## src/rtl/mu0_mem_arbiter.sv

```systemverilog
// Two-master round-robin arbiter sharing the mu0_memory port between the CPU and a loader/debug master.
// Optional master-1 burst lock is built when MU0_ARB_LOCK_EN is defined.
module mu0_mem_arbiter #(
  parameter int unsigned ADDR_W   = 12,
  parameter int unsigned DATA_W   = 16,
  parameter int unsigned MAX_LOCK = 8
) (
  input  logic              Clk,
  input  logic              Reset,
  input  logic              M0_Rd,
  input  logic              M0_Wr,
  input  logic [ADDR_W-1:0] M0_Address,
  input  logic [DATA_W-1:0] M0_Data_out,
  output logic [DATA_W-1:0] M0_Data_in,
  output logic              M0_Stall,
  input  logic              M1_Req,
  input  logic              M1_We,
  input  logic              M1_Lock,
  input  logic [ADDR_W-1:0] M1_Address,
  input  logic [DATA_W-1:0] M1_Wdata,
  output logic              M1_Gnt,
  output logic [DATA_W-1:0] M1_Rdata,
  output logic              M1_Rvalid,
  output logic              Mem_Rd,
  output logic              Mem_Wr,
  output logic [ADDR_W-1:0] Mem_Address,
  output logic [DATA_W-1:0] Mem_Data_out,
  input  logic [DATA_W-1:0] Mem_Data_in
);

  localparam int unsigned LOCK_W = $clog2(MAX_LOCK + 1);

  typedef enum logic [1:0] {
    RD_NONE = 2'd0,
    RD_M0   = 2'd1,
    RD_M1   = 2'd2
  } rd_owner_t;

  logic      req0;
  logic      req1;
  logic      grant0;
  logic      grant1;
  logic      pick1;
  logic      last_q;
  logic      last_d;
  rd_owner_t rd_owner_q;
  rd_owner_t rd_owner_d;
  logic      lock_hold;
  logic      lock_yield;

  assign req0 = M0_Rd | M0_Wr;
  assign req1 = M1_Req;

`ifdef MU0_ARB_LOCK_EN
  logic [LOCK_W-1:0] lock_cnt_q;
  logic [LOCK_W-1:0] lock_cnt_d;

  // A running lock keeps master 1 in front until MAX_LOCK grants, then master 0 gets one turn.
  assign lock_hold  = M1_Lock && (lock_cnt_q != '0) && (lock_cnt_q < LOCK_W'(MAX_LOCK));
  assign lock_yield = (lock_cnt_q == LOCK_W'(MAX_LOCK));

  always_comb begin
    lock_cnt_d = '0;
    if (grant1 && M1_Lock) begin
      lock_cnt_d = lock_yield ? lock_cnt_q : lock_cnt_q + LOCK_W'(1);
    end
  end

  always_ff @(posedge Clk) begin
    if (Reset) begin
      lock_cnt_q <= '0;
    end else begin
      lock_cnt_q <= lock_cnt_d;
    end
  end
`else
  logic [LOCK_W-1:0] lock_unused;

  assign lock_unused = LOCK_W'(M1_Lock);
  assign lock_hold   = 1'b0;
  assign lock_yield  = 1'b0;
`endif

  // Grant decision and memory port steering, all within the request cycle.
  always_comb begin
    grant0       = 1'b0;
    grant1       = 1'b0;
    pick1        = 1'b0;
    Mem_Rd       = 1'b0;
    Mem_Wr       = 1'b0;
    Mem_Address  = '0;
    Mem_Data_out = '0;
    if (!Reset) begin
      if (req0 && req1) begin
        if (lock_hold) begin
          pick1 = 1'b1;
        end else if (lock_yield) begin
          pick1 = 1'b0;
        end else begin
          pick1 = ~last_q;
        end
        grant1 = pick1;
        grant0 = ~pick1;
      end else begin
        grant0 = req0;
        grant1 = req1;
      end
    end
    if (grant0) begin
      Mem_Wr       = M0_Wr;
      Mem_Rd       = M0_Rd & ~M0_Wr;
      Mem_Address  = M0_Address;
      Mem_Data_out = M0_Data_out;
    end else if (grant1) begin
      Mem_Wr       = M1_We;
      Mem_Rd       = ~M1_We;
      Mem_Address  = M1_Address;
      Mem_Data_out = M1_Wdata;
    end
    M0_Stall = req0 & ~grant0 & ~Reset;
    M1_Gnt   = grant1;
  end

  always_comb begin
    last_d     = last_q;
    rd_owner_d = RD_NONE;
    if (grant0 || grant1) begin
      last_d = grant1;
    end
    if (Mem_Rd) begin
      rd_owner_d = grant1 ? RD_M1 : RD_M0;
    end
  end

  // last resets to master 1 so that master 0 wins the first conflict.
  always_ff @(posedge Clk) begin
    if (Reset) begin
      last_q     <= 1'b1;
      rd_owner_q <= RD_NONE;
    end else begin
      last_q     <= last_d;
      rd_owner_q <= rd_owner_d;
    end
  end

  assign M0_Data_in = Mem_Data_in;
  assign M1_Rdata   = Mem_Data_in;
  // Reset in the data cycle drops the in-flight master-1 read.
  assign M1_Rvalid  = (rd_owner_q == RD_M1) & ~Reset;

endmodule

```

## config.mk

```make
export PLATFORM = sky130hd
export DESIGN_NAME = mu0_mem_arbiter
export DESIGN_NICKNAME = d
export VERILOG_FILES = /design/src/rtl/mu0_mem_arbiter.sv
export SDC_FILE = /design/constraint.sdc
export NUM_CORES = 1
export LEC_CHECK = 0
export ABC_CLOCK_PERIOD_IN_PS = 2050
export CAP_MARGIN = 20
export CORE_MARGIN = 1
export CORE_UTILIZATION = 20
export DETAILED_ROUTE_END_ITERATION = 6
export PLACE_DENSITY_LB_ADDON = 0.12
export SYNTH_ARGS = -nofsm -noshare
export SYNTH_HDL_FRONTEND = slang
export SYNTH_SLANG_ARGS = --single-unit
```

## constraint.sdc

```tcl
create_clock -name Clk -period 2.05 [get_ports Clk]
set_input_delay 0.5125 -clock Clk [delete_from_list [all_inputs] [get_ports Clk]]
set_output_delay 0.5125 -clock Clk [all_outputs]
set_load 0.03 [all_outputs]
```

# ---- Word-level counts from Yosys, hierarchy flattened
# Index checks and enable logic that the tools add are counted.
dict set report word_totals {
  regBits 3
  in_bits 79
  out_inout_bits 65
}
dict set report classes {
  n_eq_ne 1
  n_mux 15
  n_bitwise 12
  n_reduce_logical 3
}
# operator count
set ops {}
lappend ops {{$mux 16} 2}
lappend ops {{$mux 12} 2}
lappend ops {{$mux 1} 10}
lappend ops {{$not 1->1} 7}
lappend ops {{$and 1x1->1} 4}
lappend ops {{$eq 2x2->1 const B} 1}
lappend ops {{$mux 2} 1}
lappend ops {{$reduce_or 2->1} 1}
lappend ops {{$logic_and 1x1->1} 1}
lappend ops {{$logic_or 1x1->1} 1}
lappend ops {{$or 1x1->1} 1}

# ---- Depth between registers and ports, before layout
dict set report logic_depth {
  ltp_word 10
  ltp_mapped 5
  depth_no_buf 3
}

# ---- Least setup slack after synthesis
# OpenSTA, ideal clock, no wires.
dict set report synth_timing {
  path_kind {input port to output port}
  startpoint {in M1_Req}
  endpoint {out Mem_Address[3]}
  t_arrival_ns 1.414
  path_slack_ns 0.123
  cell_stages 4
  path_buffers 1
  cell_sequence {nand2b_2 > nor3b_4 > buf_6 > a22o_1}
}
dict set report synth_via {
  elab_chain_cells 5
  elab_cells_between_ends 7
  cone_classes {mux: 6; reduce/logical: 1}
}
# element line
set synth_lines {}
lappend synth_lines {{start: declaration} 16} ;# input logic M1_Req,
lappend synth_lines {{$logic_and 1x1->1} 94} ;# if (req0 && req1) begin
lappend synth_lines {{$mux 1} 94}
lappend synth_lines {{$mux 1} 93} ;# if (!Reset) begin
lappend synth_lines {{$mux 12} 114} ;# end else if (grant1) begin
lappend synth_lines {{$mux 12 *} 109} ;# if (grant0) begin
lappend synth_lines {{end: declaration} 26} ;# output logic [ADDR_W-1:0] Mem_Address,
# Every way passes the cells marked *; elsewhere a longest branch is shown, timed or not.

# ---- Worst setup path in the final report
dict set report layout_timing {
  startpoint {in Reset}
  endpoint {out Mem_Data_out[2]}
}
dict set report layout_via {
  elab_chain_cells 3
  elab_cells_between_ends 4
  cone_classes {mux: 4}
}
# element line
set layout_lines {}
lappend layout_lines {{start: declaration} 9} ;# input logic Reset,
lappend layout_lines {{$mux 1} 93}
lappend layout_lines {{$mux 16} 114}
lappend layout_lines {{$mux 16 *} 109}
lappend layout_lines {{end: declaration} 27} ;# output logic [DATA_W-1:0] Mem_Data_out,
# Marks and branches as above.

==> run metrics <==
status finished clean; gpl congestion roughly 0.78; RSZ-0062 raised after global routing yes; Post-Synth Simple-Gate Area 11.2%; clk_lat worst skew 0.21 ns; Synth cell types 21; syn_nets about 170; Layout area overhead 141%; crit path time final between 2 and 2.5 ns; dpl hpwl 2190 um; Die Ht ~63 um; fmax ~0.5 GHz; final net count between 200 and 250; Reg-to-Reg End rd_owner_q[1]; final wirelength between 3000 and 4000 um; Tcrit/Tclk final a little under 100%; gr ovfl total 0; clock root cell clkbuf_8; synthesized area per cell a little under 9 um2; sequential cell area fraction in the yosys report around 8.0%; Post-Layout Cell Count between 200 and 250; maxcap violations 0; yosys warns 0; drc violations 0; drt pass-1 iters 3; GR Util All Layers 14.7%; Top cell by count, worst path buf_6; R2R depth 5; peak supply drop roughly 0.33 mV; final hold violation count 0; post-synthesis mux area share 0%; Worst-Margin Slew slightly above 0.2 ns; critical path data arrival time 1.52 ns; Startpoint Class primary input; port bufs 94; Max Root-Sink Buffers 2; top cell type by total area after synthesis buf_4; Antenna diodes 0; setup ws final approximately 0.018 ns; CP Capture Point Mem_Data_out[2]; post-synthesis compound-gate area fraction 40.1%; initial DRC count 33; ratio of cells with drive above 1 in the final layout 51.5%; Synth top area share 32.1%; Critical Path Max Stage Delay between 0.2 and 0.25 ns; I/O pins ~140; FF-to-FF Start last_q; Leak Pwr about 0.00081 uW; placed cell areas about 0.0015 mm2; crit path capture type output pin; Max Slew Vio Count 0; WP data required approximately 1.5 ns; critical path fanouts, max 7; Die ar. 0.00400 mm2; largest net degree at the start of global routing 14; Total Power 724 uW; Final Cell Area ~0.0018 mm2; Gate Count Post-Synth 86; Initial Utilization roughly 22%; clock slew seen by the registers of the worst setup and hold paths roughly 0.030 ns; row cnt 21; max_slew headroom slightly below 90%; crit-path cells buf_6 -> buf_6 -> nor3b_4 -> buf_6 -> buf_12 -> a22o_1 -> buf_6; adder-cell share of the synthesized area 0%; slowest stage cell, crit path nor3b_4; CP Launch Point Reset; Layout Skew between 0.002 and 0.0025 ns; initial antenna violation count 0; vias in the first global route ~910; worst hold path class register to register; core region area about 0.0035 mm2; top cells by area, synth buf_4 32%, a22o_2 25%, a22o_1 11%; largest family of logic cells by synthesized area buffers and inverters; Synth Area in XOR/XNOR 0%; Mapped Area 749 um2; ANT nets after route 0; chip width 63.2 um; total CTS buffers 3; Setup-failing EPs final 0; H-tree levels 1; DR WL/cell roughly 15 um; P per Cell Area roughly 400 mW/mm2; vias per std cell 4.43; pre-CTS setup slack -0.377 ns; dpl cells 200; Seq cells post-synth 3; via count 934; critical path class primary input to output pin; CTS tree built; reg2reg setup slack a little over 0.8 ns; first-pass GRT wire length 4600 um; # clock sinks 3
==> state kept, by name (all words and copies together), names as in the netlist <==
signal	count
rd_owner_q	2
last_q	1
==> kinds of logic after synthesis <==
group,count (synthesis)
DFF,3
and+or+nand+nor,12
AOI/OAI and AO/OA,32
buffers and inverters,39
==> critical path, delay by kind of cell <==
kind                   cells  cell delay (ns)
buffers and inverters      5             0.62
AO/OA/AOI/OAI              1             0.15
AND/OR/NAND/NOR            1             0.23
==> power breakdown <==
group / switching [uW] / leakage [uW] / internal (uW)
Sequential: 1.88 / 0.0000246 / 62.4
Clock: 35.1 / 0.0000228 / 132
Combinational: 204 / 0.000761 / 288
Total: 241 / 0.000808 / 483
==> how the worst min path moves through the flow <==
| stage | from | to | slack (ns) | depth (start not counted) |
|---|---|---|---|---|
| after floorplan | last_q | last_q | 0.47 | 1 |
| after global placement | last_q | last_q | 0.49 | 1 |
| after detailed placement | last_q | last_q | 0.50 | 1 |
| after CTS | last_q | last_q | 0.52 | 1 |
| after global routing | last_q | last_q | 0.50 | 1 |
| final | last_q | last_q | 0.48 | 1 |
==> metal layers <==
metal / share of wire, % / GRT usage (%)
met1: 39 / 16.6
met4: 0.75 / 5.97
met3: 11 / 4.53
met2: 50 / 25.3
met5: 0 / 0
==> cell type report <==
class | instances | area [um2]
clock buffers | 4 | 45.0
repair buffers | 113 | 1220
well taps | 46 | 57.6
multi-input cells | 44 | 412
flip-flops and latches | 3 | 61.3
inverters | 1 | 3.75
fillers | 325 | 1670
==> cell usage in the layout, fill, tap and decap left out, drive strengths merged, types with 2 or more instances in the layout <==
| master | instances |
|---|---|
| a22o | 28 |
| buf | 55 |
| clkbuf | 5 |
| clkdlybuf4s50 | 57 |
| dfxtp | 3 |
| nand2b | 2 |
| nor2 | 3 |
| nor3b | 2 |
==> synthesized netlist by cell type <==
| master | instances |
|---|---|
| nor3b_4 | 1 |
| a32oi_1 | 1 |
| and3b_1 | 1 |
| nand2_1 | 1 |
| nor3_1 | 1 |
| dfxtp_1 | 3 |
| inv_1 | 1 |
| a22o_2 | 19 |
| a22o_1 | 9 |
| or2b_1 | 1 |
| a21o_2 | 1 |
| nand2b_2 | 1 |
| buf_6 | 5 |
| o21ai_1 | 1 |
| buf_2 | 1 |
| nand2b_1 | 1 |
| and2_1 | 1 |
| nor3b_1 | 1 |
| nor2_1 | 3 |
| buf_4 | 32 |
| o2bb2ai_1 | 1 |
==> per-stage QoR <==
| stage | hold WS, ns | utilization, % | TNS, ns |
|---|---|---|---|
| 4_1_cts | 0.518 | 50.4 | 0 |
| 6_report | 0.476 | 52.0 | 0 |
| 3_5_place_dp | 0.499 | 43.4 | -10.47 |
| 5_1_grt | 0.499 | 52.0 | -0.0993 |
| 2_1_floorplan | 0.467 | - | 0 |
| 3_3_place_gp | 0.494 | 43.4 | -10.29 |
==> what timing repair did <==
item,CTS,global route
hold buffers,0,0
gates resized for setup,52,11
endpoints found under the setup margin,33,30
pin swaps,4,8
hold endpoints to repair,0,0
buffers inserted,2,0
gates cloned,3,2
Note: power is estimated with default switching activity, not from simulation.
